File: src/rtl/klein_serial_ctrl.sv
// Sequencer for the 8-bit serial KLEIN-80 datapath: LOAD (10 bytes), RUN (ROUNDS x PHASES), OUT (8 bytes).
// Optional define KLEIN_CTRL_ABORT_EN adds an `abort` input that returns the controller to IDLE.
module klein_serial_ctrl #(
  parameter int ROUNDS = 16,
  parameter int PHASES = 12
) (
  input  logic       ck,
  input  logic       rst,
  input  logic       start,
  input  logic       in_valid,
`ifdef KLEIN_CTRL_ABORT_EN
  input  logic       abort,
`endif
  output logic       in_ready,
  output logic       round0,
  output logic       round1,
  output logic [4:0] round,
  output logic [3:0] sels,
  output logic [4:0] selk,
  output logic       out_valid,
  output logic       done,
  output logic       err,
  output logic       busy
);

  localparam int PH_W = $clog2(PHASES);

  typedef enum logic [1:0] {IDLE, LOAD, RUN, OUT} state_t;

  state_t          state, state_n;
  logic [3:0]      cnt, cnt_n;
  logic [PH_W-1:0] ph, ph_n;
  logic [4:0]      rnd, rnd_n;
  logic            err_n, done_n;

  function automatic logic [3:0] sels_of(input logic [PH_W-1:0] p);
    logic [3:0] s;
    s[0] = (p >= PH_W'(8)) && (p <= PH_W'(11));
    s[1] = (p == PH_W'(0)) || (p == PH_W'(4));
    s[2] = (p == PH_W'(1)) || (p == PH_W'(5));
    s[3] = (p == PH_W'(2)) || (p == PH_W'(6));
    return s;
  endfunction

  function automatic logic [4:0] selk_of(input logic [PH_W-1:0] p);
    logic [4:0] k;
    k[0] = (p <= PH_W'(7));
    k[1] = (p == PH_W'(3)) || (p == PH_W'(7));
    k[2] = (p == PH_W'(8)) || (p == PH_W'(9));
    k[3] = (p == PH_W'(9)) || (p == PH_W'(10));
    k[4] = (p == PH_W'(9));
    return k;
  endfunction

  // Next-state logic; outputs are registered from these next values below.
  always_comb begin
    state_n = state;
    cnt_n   = cnt;
    ph_n    = ph;
    rnd_n   = rnd;
    err_n   = err;
    done_n  = 1'b0;
    case (state)
      IDLE: begin
        if (start) begin
          state_n = LOAD;
          cnt_n   = 4'd0;
          err_n   = 1'b0;
        end
      end
      LOAD: begin
        if (!in_valid) begin
          state_n = IDLE;
          cnt_n   = 4'd0;
          err_n   = 1'b1;
        end else if (cnt == 4'd9) begin
          state_n = RUN;
          cnt_n   = 4'd0;
          rnd_n   = 5'd1;
          ph_n    = '0;
        end else begin
          cnt_n = cnt + 4'd1;
        end
      end
      RUN: begin
        if (ph == PH_W'(PHASES - 1)) begin
          ph_n = '0;
          if (rnd == 5'(ROUNDS)) begin
            state_n = OUT;
            cnt_n   = 4'd0;
            rnd_n   = 5'd0;
          end else begin
            rnd_n = rnd + 5'd1;
          end
        end else begin
          ph_n = ph + 1'b1;
        end
      end
      OUT: begin
        if (cnt == 4'd7) begin
          state_n = IDLE;
          cnt_n   = 4'd0;
          done_n  = 1'b1;
        end else begin
          cnt_n = cnt + 4'd1;
        end
      end
      default: state_n = IDLE;
    endcase
`ifdef KLEIN_CTRL_ABORT_EN
    // Abort wins over a same-cycle load underrun and never raises err/done.
    if (abort && (state != IDLE)) begin
      state_n = IDLE;
      cnt_n   = 4'd0;
      ph_n    = '0;
      rnd_n   = 5'd0;
      err_n   = err;
      done_n  = 1'b0;
    end
`endif
  end

  // State and registered output stage
  always_ff @(posedge ck or posedge rst) begin
    if (rst) begin
      state     <= IDLE;
      cnt       <= 4'd0;
      ph        <= '0;
      rnd       <= 5'd0;
      err       <= 1'b0;
      done      <= 1'b0;
      busy      <= 1'b0;
      in_ready  <= 1'b1;
      round0    <= 1'b0;
      round1    <= 1'b0;
      round     <= 5'd0;
      sels      <= 4'd0;
      selk      <= 5'd0;
      out_valid <= 1'b0;
    end else begin
      state     <= state_n;
      cnt       <= cnt_n;
      ph        <= ph_n;
      rnd       <= rnd_n;
      err       <= err_n;
      done      <= done_n;
      busy      <= (state_n != IDLE);
      in_ready  <= (state_n == IDLE) || (state_n == LOAD);
      round0    <= (state_n == LOAD) && (cnt_n < 4'd8);
      round1    <= (state_n == LOAD) && (cnt_n >= 4'd8);
      round     <= (state_n == RUN) ? rnd_n : 5'd0;
      sels      <= (state_n == RUN) ? sels_of(ph_n) : 4'd0;
      selk      <= (state_n == RUN) ? selk_of(ph_n) : 5'd0;
      out_valid <= (state_n == OUT);
    end
  end

endmodule
File: config.mk
export PLATFORM = sky130hd
export DESIGN_NAME = klein_serial_ctrl
export DESIGN_NICKNAME = d
export VERILOG_FILES = /design/src/rtl/klein_serial_ctrl.sv
export SDC_FILE = /design/constraint.sdc
export NUM_CORES = 1
export LEC_CHECK = 0
export BUFFER_PORTS_ARGS = -buffer_cell sky130_fd_sc_hd__buf_2
export CORE_AREA = 5 5 48 91
export DETAILED_ROUTE_END_ITERATION = 16
export DIE_AREA = 0 0 53 96
export PLACE_DENSITY = 0.73
export REMOVE_ABC_BUFFERS = 1
export SETUP_SLACK_MARGIN = 0.05
export SLEW_MARGIN = 20
export SYNTH_ARGS = -nofsm -noshare
export SYNTH_HDL_FRONTEND = slang
export SYNTH_SLANG_ARGS = --single-unit
File: constraint.sdc
create_clock -name ck -period 2.7 [get_ports ck]
set_clock_uncertainty 0.2 [all_clocks]
set_input_delay 0.135 -clock ck [delete_from_list [all_inputs] [get_ports ck]]
set_output_delay 0.135 -clock ck [all_outputs]
set_load 0.05 [all_outputs]
Word level (Yosys, flattened, before mapping)
Cells that the tools add are included.
{ "op_classes": {"addsub": 3, "mul": 0, "n_div": 0, "order_cmp": 5, "n_eq_ne": 22, "shifts": 0, "mux": 31, "n_bitwise": 0, "reduce_logical": 16} }
{ "ops": {"columns": ["cell", "count"], "rows": [
  ["4-bit two-way mux", 10],
  ["5-bit two-way mux", 6],
  ["4-bit by 3-bit == test with 1-bit output (second input constant)", 5],
  ["4-bit == test (second input constant)", 5],
  ["4-bit case mux with 4 select lines", 1],
  ["2-bit two-way mux", 6],
  ["5-bit case mux with 2 select lines", 1],
  ["4-bit by 1-bit adder with 4-bit output (second input constant)", 2],
  ["2-bit == test (second input constant)", 4],
  ["4-bit by 2-bit == test with 1-bit output (second input constant)", 2],
  ["4-bit greater-or-equal comparator (second input constant)", 2],
  ["2-bit case mux with 4 select lines", 1],
  ["4-bit case mux with 2 select lines", 1],
  ["1-bit logical OR", 7],
  ["5-bit by 1-bit adder with 5-bit output (second input constant)", 1],
  ["5-bit == test (second input constant)", 1],
  ["2-bit by 1-bit == test with 1-bit output (second input constant)", 2],
  ["4-bit by 1-bit == test with 1-bit output (second input constant)", 1],
  ["4-bit by 3-bit less-or-equal comparator with 1-bit output (second input constant)", 1],
  ["4-bit less-or-equal comparator (second input constant)", 1],
  ["2-bit zero test", 2],
  ["4-bit zero test", 1],
  ["4-bit < comparator (second input constant)", 1],
  ["1-bit two-way mux", 4],
  ["5 further kinds", 9]
]} }
{ "word_totals": {"reg_bits": 36, "latch_bits": 0, "mem_bits_rw": 0, "rom_bits": 0, "inputBits": 4, "out_inout_bits": 21, "wordCells": 91, "memories": 0} }

Depth between registers and ports, before layout
Gate-level depths: netlist of run 1.
{ "depth": {"word_depth": 7, "ltp_mapped": 9, "depth_no_buf": 8} }

Least setup slack after synthesis of run 1
No wires, ideal clock.
{ "synth_path": {"kind": "flip-flop to flip-flop", "from": "reg state[0]", "to": "reg sels[3]", "setup_time_ns": 0.088, "arrival_ns": 2.055, "required_time_ns": 2.412, "setup_slack_ns": 0.357, "stages_incl_launch_ff": 9, "n_path_buf": 1, "synth_period_minus_slack_ns": 2.343, "path_cell_list": "dfrtp_1 > inv_1 > ha_1 > clkbuf_1 > nand4_1 > nor2_1 > o31ai_1 > nand4b_1 > nor3_1"} }
{ "synth_between": {"elab_chain_len": 5, "elab_cells_between_ends": 17, "classes_between": "eq/ne: 6; mux: 9; reduce/logical: 2"} }
{ "synth_lines": {"columns": ["item", "line", "source"], "rows": [
  ["start: declaration", "30", "state_t state, state_n;"],
  ["start signal: assignment", "141", "state <= state_n;"],
  ["2-bit == test, or another cell as far along", "63", "case (state)"],
  ["4-bit case mux with 2 select lines, or another cell as far along", "63", null],
  ["4-bit by 2-bit == test with 1-bit output, or another cell as far along", "41", "s[3] = (p == PH_W'(2)) || (p == PH_W'(6));"],
  ["1-bit logical OR or 2-bit == test (tied branches)", "41, 152", null],
  ["4-bit two-way mux (*)", "152", "sels <= (state_n == RUN) ? sels_of(ph_n) : 4'd0;"],
  ["end signal: assignment", "152", null],
  ["end: declaration", "18", "output logic [3:0] sels,"]
]} }
Every way passes the cells marked *; elsewhere a longest branch is shown, timed or not.
A chain may end at the register's enable or synchronous reset.

Worst setup path after layout of run 1
{ "layout_path": {"from": "reg state[0]", "to": "reg selk[4]"} }
{ "layout_between": {"elab_chain_len": 5, "elab_cells_between_ends": 15, "classes_between": "eq/ne: 5; mux: 9; reduce/logical: 1"} }
{ "layout_lines": {"columns": ["item", "line", "source"], "rows": [
  ["2-bit two-way mux, on equally long branches", "88, 76", null],
  ["2-bit two-way mux, on equally long branches", "86, 72", null],
  ["2-bit case mux with 4 select lines (*)", "63", null],
  ["via state_n[0]", "30", null],
  ["2-bit == test (*)", "153", "selk <= (state_n == RUN) ? selk_of(ph_n) : 5'd0;"],
  ["5-bit two-way mux (*)", "153", null],
  ["end signal: assignment", "153", null],
  ["end: declaration", "19", "output logic [4:0] selk,"]
]} }
The timed path passes the listed nets; every way through them passes the cells marked *.

==> results by stage, run 1 <==
STA:
- The final critical path takes up just over 90% of the cycle.
- The smallest clock period supported by the final layout is computed as between 2 and 3 ns.
- The final setup TNS is 0 ns.
- At the pin with the least slew margin, the transition time is around 0.54 ns.
- The hold violation total from the final report was 0.
- Setup repair after global routing could not meet its margin everywhere.
- The number of endpoints failing setup at the final stage is 0.
- The worst pin sits at a relative slew slack of between 60% and 70%.
- The count of pins over their slew limit is 0.
- Timing would allow up to 399 MHz.

Synth:
- The Yosys step of the flow raised 0 warnings.
- By area the synthesized netlist is led by dfrtp_1 (47%), ha_1 (6.0%), nand2_1 (3.4%).
- The number of enable-type register cells in the synthesized netlist is 0.
- For this run, the leading register cell type out of synthesis is dfrtp_1.
- The cell with the most instances after synthesis is dfrtp_1.
- In this run the cell area of the synthesized design comes to 1880 sq um.
- The average instance area after synthesis is about 10 sq um.
- Counting every instance in the synthesized netlist gives 185.
- In the synthesized netlist the async set-or-reset flop fraction comes to between 90% and 100%.
- In the synthesized netlist, the cells that appear most often are dfrtp_1 (35), nand2_1 (17), inv_1 (12), a21oi_1 (11), nor2_1 (11).
- dfrtp_1 takes more of the synthesized area than any other cell.
- For this run, the register share of the synthesized area comes to a little under half.
- The area fraction of the dominant cell type after synthesis is ~47%.
- After synthesis the netlist holds a flip-flop and latch count of 36.
- Counting distinct cell types in the post-synthesis netlist gives between 40 and 50.

Critical path:
- Walking the worst path, the cells encountered are ha_1, nor4bb_2, a211oi_2, a2bb2oi_4, inv_2, a2111oi_4, and3_1.
- The required time of the critical path is 2.72 ns.
- Counting cells, the worst reg-to-reg path comes to 7.
- The critical setup path kind is reg -> reg.
- The critical register-to-register path endpoint is selk[4].
- In this run the critical register-to-register path is launched from state[0].
- The type of origin of the critical path is a register.
- For the worst setup path, the data arrival time is 2.53 ns.
- For this run, the slowest stage of the critical path takes 0.49 ns.
- The minimum setup slack among reg-to-reg paths is roughly 0.19 ns.
- In this run the worst path has a maximum fanout of 6.
- The number of buffer and inverter stages on the critical path is 1.
- The family with the most delay on the worst path is compound AO/OA/AOI/OAI gates.
- The sort of element at the end of the critical path is a register.
- On the critical path, the stage with the largest delay is an instance of dfrtp_1.

Die:
- The horizontal extent of the die is 53 um.
- The core region is 3610 sq um.
- Pin placement for this block handled 25 I/O pins.
- The overall die height is about 96 um.
- For this configuration, the core starts out at a cell density of 52.1%.
- After floorplanning, the core was divided into 31 placement rows.
- The overall die area is 5090 sq um.

Flow run:
- Across the run, the number of max-cap violations was 0.

Global route:
- The overall global routing resource usage is between 10% and 20%.
- Entering global routing, the biggest net connects 23 pins.
- The wire length of the first global-routing pass is 7150 um.
- The initial antenna violation count is 0.
- Global routing finished with a remaining overflow of 0.
- The via count of the first global-routing pass is 1,560.

Final layout:
- The repair_antennas step left the layout with diodes totalling 0.
- The count of nets after finishing is about 240.
- The count of cells in the finished layout, fillers not included, comes to about 280.
- The post-layout instance area is 2260 sq um.
- The sequential standard cell area is about 900 sq um.
- Cells with a size suffix above 1 make up between 20% and 30% of the layout.
- The layout-stage area growth over the synthesis result is 20.0%.
- The layout has around 320 filler cells.
- The area of combinational cells with multiple inputs is slightly above 900 sq um.

Hold path:
- The type of the tightest min-delay check is in -> async.

Place:
- After detailed placement, the total cell area comes to 2120 sq um.
- The number of placed instances, taps included, is between 200 and 300.
- The congestion estimate from routability-driven global placement came to around 0.92.
- The count of buffers inserted at the top-level ports is 24.
- Detailed placement ended at an HPWL of 3430 um.

Detailed routing:
- For this run, design rule violations remaining after detail routing come to 0.
- The first detailed-routing pass ran for 4 iterations.
- Summing over every cut layer, the via total after detailed routing is 1,526.
- The detailed router's first-iteration violation count is 64.
- The post-detailed-route wirelength per cell is between 15 and 20 um.
- The remaining antenna violation count after routing is 0.
- The routed design has between 4000 and 5000 um of wire.
- In the routed layout, each cell is associated on average with a via count of between 5 and 6.

CTS:
- The CTS tree is yes.
- Clock latency on the worst-skew pair, taken at its later pin, is between 0.2 and 0.3 ns.
- The worst-case clock buffer depth is 2.
- After clock tree synthesis, the clock-pin slew on the worst setup and hold paths is around 0.070 ns.
- TritonCTS created 5 clock buffers.
- The count of H-tree levels built during CTS is 2.
- Counting every sink on the clock net gives 36.
- The clock tree root driver cell is clkbuf_8.

Power and ir drop:
- The clock network fraction of total power is approximately 24%.
- In this run, the combinational gates consume 36.9% of the power.
- Net switching is a little under two fifths of the power.
- The post-layout total power is around 1.6 mW.
- The switching power is 0.596 mW.
- The total power per unit cell area is about 710 nW/um^2.
- The leakage power is around 1.1 nW.
- The worst-case IR drop observed on VDD is ~0.58 mV.
- The portion of total power attributed to sequential cells is around two fifths.
- The internal power of the cells totals between 1 and 1.5 mW.

Run status:
- The flow ran to the end, and the final reports show no timing, DRC or antenna violations.
per-stage QoR:
stage          utilization [%]  worst slack, ns  hold slack, ns
3_5_place_dp              58.8            0.121          0.0111
2_1_floorplan                -            0.368           0.101
6_report                  62.6            0.195           0.237
4_1_cts                   62.3           0.0955           0.231
3_3_place_gp              58.8            0.222         -0.0202
5_1_grt                   62.6           0.0227           0.253
worst min-delay path, stage by stage:
cell and delay, ns:
dlygate4sd3_1 0.54, buf_2 0.12, inv_1 0.39
sequential cells by signal, indices dropped and copies added, names as in the netlist:
| signal | flops |
|---|---|
| busy | 1 |
| in_ready | 1 |
| state | 2 |
| sels | 4 |
| round | 5 |
| out_valid | 1 |
| cnt | 4 |
| round0 | 1 |
| rnd | 5 |
| round1 | 1 |
| ph | 4 |
| done | 1 |
| err | 1 |
| selk | 5 |
power groups by stage:
stage	sequential (mW)	combinational, mW	clock, mW
global placement	0.638	0.568	0
finish	0.629	0.595	0.389
CTS	0.629	0.588	0.400
detailed placement	0.639	0.572	0
floorplan	0.719	0.333	0
global route	0.635	0.661	0.423
routing by layer:
| layer | wire, um | share of wire (%) | track usage (%) |
|---|---|---|---|
| met5 | 0 | 0 | 0 |
| met4 | 140 | 3.2 | 11.1 |
| met3 | 144 | 3.3 | 3.88 |
| met2 | 2590 | 60 | 37.9 |
| met1 | 1470 | 34 | 18.0 |
layout make-up:
class,count,share of cell area [%]
Multi-Input combinational cell,130,40.4
Tap cell,49,2.72
Timing Repair Buffer,39,10.6
Clock buffer,7,3.82
Sequential cell,36,40.0
Inverter,13,2.16
Clock inverter,1,0.333
repair_timing:
action	CTS	global route
resized for setup	0	3
setup endpoints to repair	0	8
hold buffers	3	0
endpoints found under the hold margin	16	0
buffers inserted	0	0
placed cells by master, fill, tap and decap left out, drive strengths merged, types with 2 or more instances in the layout:
cell         instances
and3b                3
o21ai               11
nor3b                2
and3                 4
o22ai                2
nand4                4
and2                 3
dfrtp               35
nand2               17
inv                 13
dlygate4sd3          3
nand2b               5
ha                   9
a21oi               11
nor4bb               2
a22oi                2
a2bb2oi              2
o31ai                2
nor2                11
buf                 36
a211oi               2
nand3                2
nor3                 3
nor2b                9
clkbuf               7
a31oi                4
nand4b               2
or4                  2
cells by family after synthesis:
group	synth area share (%)
and+or+nand+nor	22.7
adders and majority gates	5.99
muxes	0.532
DFF	48.0
buffers and inverters	4.19
AOI/OAI and AO/OA	18.6
worst max-delay path by stage:
stage / start / endpoint / cells past startpoint
global placement: state[0] / selk[4] / 7
detailed placement: state[0] / selk[4] / 7
CTS: state[0] / selk[4] / 7
finish: state[0] / selk[4] / 7
floorplan: state[0] / selk[4] / 8
global route: state[0] / selk[4] / 7
Note: power is estimated with default switching activity, not from simulation.
==> run 2: changes to the inputs <==
--- a/config.mk
+++ b/config.mk
@@ -10,6 +10,7 @@
 export DETAILED_ROUTE_END_ITERATION = 16
 export DIE_AREA = 0 0 53 96
 export PLACE_DENSITY = 0.73
+export RECOVER_POWER = 50
 export REMOVE_ABC_BUFFERS = 1
 export SETUP_SLACK_MARGIN = 0.05
 export SLEW_MARGIN = 20
==> constraint.sdc (replaced) <==
create_clock -name ck -period 2.4 [get_ports ck]
set_clock_uncertainty 0.2 [all_clocks]
set_input_delay 0.48 -clock ck [delete_from_list [all_inputs] [get_ports ck]]
set_output_delay 0.48 -clock ck [all_outputs]
set_load 0.05 [all_outputs]
==> run 2 against run 1 <==
Compared with the run above:
- via count increased by 3.5%
- wire length rose by 3.1%
- worst hold slack got worse by 0.19 ns
- non-clock buffer count rose by 7
- global-route usage shrank 0.76 points
- register-to-register slack worse by 0.05 ns
- die area did not move
- worst setup slack lost 0.048 ns
- power grew 19%
- utilization is 1.9 points higher
- sequential power increased by 11%
- critical path depth grew 1
- largest power group is now combinational logic
- highest routed layer unchanged
==> results by stage, run 2 (same netlist as run 1, synthesis figures left out) <==
Detailed routing:
- The remaining antenna violation count after routing is 0.
- The post-detailed-route wirelength per cell is between 15 and 20 um.
- After detailed routing, the number of remaining DRC violations is 0.
- Summed over all layers, the routed wires come to between 4000 and 5000 um.
- The detailed-router iteration count before antenna repair is 6.
- The total number of vias is between 1,500 and 2,000.
- The via density per instance is about 5.6.
- The detailed router finished its first iteration with between 40 and 50 violations.

Power and ir drop:
- In this run the static leakage power is ~1.1 nW.
- Power spread over the standard cell area amounts to 827 nW/um^2.
- VDD sags by at most roughly 0.67 mV.

Global route:
- Entering global routing, the biggest net connects 23 pins.
- The overall overflow remaining after global route is 0.
- The initial antenna violation count is 0.
- Global routing used between 10% and 20% of the available tracks across all layers.
- The via count of the first global-routing pass was about 1,600.
- The first global-routing pass estimated approximately 7000 um of wire.

Critical path:
- The origin of the worst setup path is state[0].
- Data on the critical path is required at its endpoint by about 2.4 ns.
- The worst-path maximum fanout is 12.
- The capture point of the worst path is selk[4].
- The minimum setup slack among reg-to-reg paths is approximately 0.15 ns.
- The type of origin of the critical path is a register.
- The startpoint of the worst register-to-register path is state[0].
- The sort of element at the end of the critical path is a register.
- The critical register-to-register path endpoint is selk[4].
- By startpoint and endpoint, the worst setup path is classified as reg -> reg.
- The cell count of the worst reg-to-reg path is 8.
- At the worst endpoint, the arrival time is ~2.3 ns.

Flow run:
- The total of max-cap violations is 0.

Die:
- The initial core utilization is approximately 52%.
- Row generation in the floorplan step produced 31 rows.
- The horizontal extent of the die is about 53 um.
- The overall die area is about 5100 sq um.
- During I/O placement, the number of pins put on the boundary was 25.
- In this run the standard cell core region covers 3610 sq um.
- The floorplan step set the die height to about 96 um.

Final layout:
- The count of nets after finishing is ~250.
- The library cell used most frequently in the layout, excluding fill and tap cells, is dfrtp_1.
- The share of the core filled with cells in the final layout is 64.5%.
- With fillers left out, the area of the finished cells amounts to about 2300 sq um.
- The final antenna diode count is 0.
- Compared with the post-synthesis result, the final layout area differs by 23.8%.
- The fraction of final layout cells with drive strength greater than 1 is between 20% and 30%.
- The top cell types in the final layout, fill and taps aside, are dfrtp_1 (33), buf_4 (21), nand2_1 (17).
- The largest registers in the layout are rnd: 5 flops, round: 5 flops, selk: 5 flops.

CTS:
- Buffers inserted during clock tree synthesis total 5.
- TritonCTS built the clock tree.
- The clock tree root driver cell is clkbuf_8.
- The worst-case clock buffer depth is 2.
- The TritonCTS sink count is 36.
- The later pin in the worst-skew pair is clocked with a latency of about 0.28 ns.
- The count of H-tree levels built during CTS is 2.
- After clock tree synthesis, the clock-pin slew on the worst setup and hold paths is approximately 0.07 ns.

Place:
- The last weighted congestion value of the routability-driven placer is 0.962.
- The detailed placement HPWL is approximately 3500 um.
- OpenSTA, run right after detailed placement, puts the worst setup slack at -0.00536 ns.
- In this run the cell area measured after placement is between 2000 and 2500 sq um.
- During placement, the flow inserted port buffers numbering 24.

STA:
- The final period utilization is 93.9%.
- Setup violations remaining at the end of the flow were counted as 0.
- In the post-route analysis, the smallest setup slack over all paths is approximately 0.15 ns.
- For the pin with the worst max-slew slack, the measured transition is about 1.1 ns.
- The final setup TNS is 0 ns.
- The achievable frequency is about 440 MHz.
- The worst path in the final design needs a cycle of 2.25 ns, including I/O delays and setup.
- Setup repair after global routing could not meet its margin everywhere.
- The hold violation total from the final report is 0.
- The count of pins over their slew limit is 0.
- The worst pin sits at a relative slew slack of 27.1%.

Run status:
- The run finished with clean final reports.

Hold path:
- The type of the tightest min-delay check is in -> async.
[run 2: worst min-delay path by stage]
stage / start / end / slack (ns) / cells past startpoint
2_1_floorplan: rnd[2] / rnd[2] / 0.31 / 1
3_3_place_gp: err / err / 0.31 / 2
3_5_place_dp: err / err / 0.31 / 2
4_1_cts: rst / cnt[1] / 0.07 / 2
5_1_grt: rst / cnt[1] / 0.08 / 2
6_report: rst / rnd[3] / 0.04 / 2
[run 2: area by class of cell]
class	count	area [sq um]
sequential	36	905
inverter	13	48.8
timing repair buffer	46	270
tap	49	61.3
fill	315	1280
clock buffer	7	76.3
clock inverter	1	5.00
multi-input combinational	130	961
[run 2: where the power goes]
part | switching [mW] | internal (mW) | total (mW)
clock network | 0.197 | 0.203 | 0.400
logic | 0.477 | 0.349 | 0.826
registers | 0.0388 | 0.661 | 0.699
[run 2: repair_timing]
action | CTS | global route
hold buffers | 0 | 0
setup endpoints to repair | 6 | 13
buffers inserted | 0 | 4
gates cloned | 0 | 0
pin swaps | 0 | 4
gates resized for setup | 2 | 12
[run 2: stage by stage]
step / power [mW] / std cells / hold WS [ns]
after CTS: 1.84 / 278 / 0.0693
after detailed placement: 1.43 / 270 / 0.313
final: 1.93 / 282 / 0.0431
after global placement: 1.40 / 270 / 0.308
after global routing: 2.03 / 282 / 0.0762
after floorplan: 1.18 / 179 / 0.311
[run 2: routing by layer]
layer / global-route usage [%] / routed length [um]
met2: 37.3 / 2660
met1: 17.5 / 1550
met3: 3.41 / 171
met4: 8.74 / 96
met5: 0 / 0
[run 2: worst max-delay path, cell delays in order, from the launching register on]
cell and delay [ns]:
dfrtp_2 0.40, inv_1 0.10, ha_2 0.22, buf_4 0.17
nand2_1 0.11, nor4b_1 0.07, a221o_1 0.32, a2111oi_4 0.39
and3_1 0.21
==> run 3: changes to the inputs <==
--- a/config.mk
+++ b/config.mk
@@ -5,11 +5,11 @@
 export SDC_FILE = /design/constraint.sdc
 export NUM_CORES = 1
 export LEC_CHECK = 0
-export BUFFER_PORTS_ARGS = -buffer_cell sky130_fd_sc_hd__buf_2
 export CORE_AREA = 5 5 48 91
 export DETAILED_ROUTE_END_ITERATION = 16
 export DIE_AREA = 0 0 53 96
-export PLACE_DENSITY = 0.73
+export DONT_BUFFER_PORTS = 1
+export PLACE_DENSITY = 0.68
 export RECOVER_POWER = 50
 export REMOVE_ABC_BUFFERS = 1
 export SETUP_SLACK_MARGIN = 0.05
==> run 3 against run 2 <==
Compared with the run above:
- first-iteration DRC count down 16%
- clock power up 28%
- critical path type unchanged
- worst setup slack worse by 0.013 ns
- wire length down 4.4%
- flip-flop and latch count unchanged
- die area unchanged
- cell count down 7.4%
==> results by stage, run 3 (same netlist as run 1, synthesis figures left out) <==
Die:
- The overall die area is 5090 sq um.
- The initial core utilization is approximately 52%.
- The area of the placeable core is between 3000 and 4000 sq um.
- The floorplan step set the die width to 53 um.
- The site row count is 31.
- The I/O pin total is 25.
- The overall die height is between 90 and 100 um.

STA:
- Setup repair after global routing left no endpoint under its margin.
- The count of pins over their slew limit came to 0.
- The final setup TNS is 0 ns.
- The headroom to the max-slew limit is between 30% and 40%.
- The slew at the pin closest to its max-slew limit is 0.982 ns.
- The post-route minimum period is 2.27 ns.
- The final critical path takes up about 94% of the cycle.
- The number of endpoints failing setup at the final stage is 0.
- The achievable frequency is about 440 MHz.
- The hold violation total from the final report is 0.

Place:
- The last weighted congestion value of the routability-driven placer is ~0.9.
- The count of buffers inserted at the top-level ports is 0.
- Once detailed placement completed, the half-perimeter wirelength came to between 3000 and 4000 um.

Power and ir drop:
- The total power per unit cell area is 871 nW/um^2.
- The leakage power is around 1.1 nW.
- Across the VDD grid, the largest voltage drop is around 0.79 mV.
- The switching part of the total power is a little over a third.
- Per report_power, the sequential group accounts for 39.9% of the total.
- The analysis attributes to net switching a power of 0.713 mW.
- The combinational share of power is between 30% and 40%.
- The clock network fraction of total power is between 20% and 30%.
- Cell internal power was estimated by the tool at ~1.3 mW.

Global route:
- The largest net degree at the start of global routing is 21.
- The via count of the first global-routing pass is around 1,500.
- Global routing consumed, on the met3 layer, 4.96% of the routing resources.
- The met2 capacity usage during global routing is about a third.
- In the global route stage, met1 resource usage came out at ~17%.
- The wire length of the first global-routing pass is around 6900 um.
- After global routing the overflow that remains totals 0.
- The busiest metal layer after global routing is met2.
- The initial antenna violation count was 0.
- The overall global routing resource usage is around 18%.

Critical path:
- The sort of element at the end of the critical path is a register.
- STA classifies the critical path startpoint as a register.
- The worst setup path is of the reg -> reg kind.
- For the worst setup path, the data required time is roughly 2.4 ns.
- The worst-path maximum fanout is 12.
- The data arrival time of the critical path is roughly 2.2 ns.

Detailed routing:
- Dividing the detail-routed via count by the number of cells gives slightly below 6.
- Summing over every cut layer, the via total after detailed routing is around 1,500.
- The detail route stage leaves a number of antenna-violating nets equal to 0.
- The post-detailed-route wirelength per cell is between 15 and 20 um.
- The DRC violation count after routing is 0.
- For this block, the routed nets add up to approximately 4300 um of wire.
- The detailed router's first-iteration violation count is 38.
- The detailed-router iteration count before antenna repair is 6.

Hold path:
- The worst hold path belongs to the class in -> reg.

Final layout:
- The post-route netlist has a little under a quarter of its cells at a drive strength greater than 1.
- In the final design database the tool counted 224 nets.
- In the final layout, the registers with the most flip-flops are rnd: 5 flops, round: 5 flops, selk: 5 flops.
- In the layout the commonest cells are dfrtp_1 (34), buf_4 (21), nand2_1 (17).
- The layout-stage area growth over the synthesis result is 21.7%.
- Measured on the finished design, the core utilization comes to ~63%.
- The final antenna diode count is 0.
- The leading cell type in the layout, fill and taps excluded is dfrtp_1.

CTS:
- The CTS tree is yes.
- The clock tree root driver cell is clkbuf_8.
- The count of H-tree levels built during CTS is 2.
- Clock latency on the worst-skew pair, taken at its later pin, is between 0.2 and 0.3 ns.
- The clock transition time at the flip-flop clock pins of the worst setup and hold paths is around 0.070 ns.
- The clock drives 36 sinks.
- The CTS buffer count is 5.
- The clock passes through at most 2 buffers.

Flow run:
- The tool flagged a number of max-cap violations equal to 0.

Run status:
- The run finished with clean final reports.
run 3: cell types whose count changed in the layout (fill, tap and decap cells not counted), sizes merged:
cell / delta
dlygate4sd3: +1
buf: -14
bufinv: +1
clkbuf: -9
run 3: critical path, cell delays in order, from the launching register on:
cell	delay [ns]
dfrtp_2	0.45
inv_2	0.10
ha_2	0.22
buf_4	0.19
nand2_1	0.13
nor4b_1	0.37
a221o_1	0.24
a2111oi_4	0.06
and3_1	0.19
run 3: final cells by class:
cell class	instances	area [sq um]
clock buffer	6	72.6
clock inverter	2	35.0
fill	293	1320
inverter	13	48.8
multi-input combinational	130	981
sequential	36	903
tap	49	61.3
timing repair buffer	25	186
run 3: final timing paths:
| path | start | endpoint | slack, ns | cells past startpoint |
|---|---|---|---|---|
| max | state[0] | selk[4] | 0.13 | 8 |
| max reg2reg | state[0] | selk[4] | 0.13 | 8 |
| max in group asynchronous | rst | sels[2] | 0.65 | 3 |
| min | in_valid | err | 0.17 | 3 |
| min in group asynchronous | rst | cnt[1] | 0.70 | 3 |
| min reg2reg | cnt[0] | cnt[0] | 0.41 | 2 |
run 3: timing repair:
| item | CTS | global route |
|---|---|---|
| hold buffers | 1 | 0 |
| endpoints found under the setup margin | 5 | 11 |
| endpoints found under the hold margin | 35 | 0 |
| pin swaps | 3 | 5 |
| resized for setup | 2 | 19 |
| setup buffers | 1 | 4 |
run 3: metrics by stage:
stage                     cell area [sq um]  cells  power [mW]  hold WS [ns]  worst slack (ns)
after floorplan                        1850    179        1.18         0.311            0.0683
after global placement                 2060    248        1.38         0.214             0.145
after global routing                   2290    261        2.10         0.212            0.0465
after CTS                              2200    258        1.92         0.167            0.0564
final                                  2290    261        1.99         0.168             0.134
after detailed placement               2060    248        1.40         0.224            0.0286
run 3: metal layers:
layer,share of wire [%],up-vias
met3,4.2,14
li1,-,714
met4,3.4,0
met2,57,46
met1,35,770
met5,0,-
run 3: power groups by stage:
stage          clock, mW  combinational, mW  sequential [mW]
6_report           0.510              0.688            0.796
5_1_grt            0.551              0.747            0.802
4_1_cts            0.522              0.606            0.789
3_5_place_dp           0              0.602            0.800
3_3_place_gp           0              0.589            0.795
2_1_floorplan          0              0.374            0.808
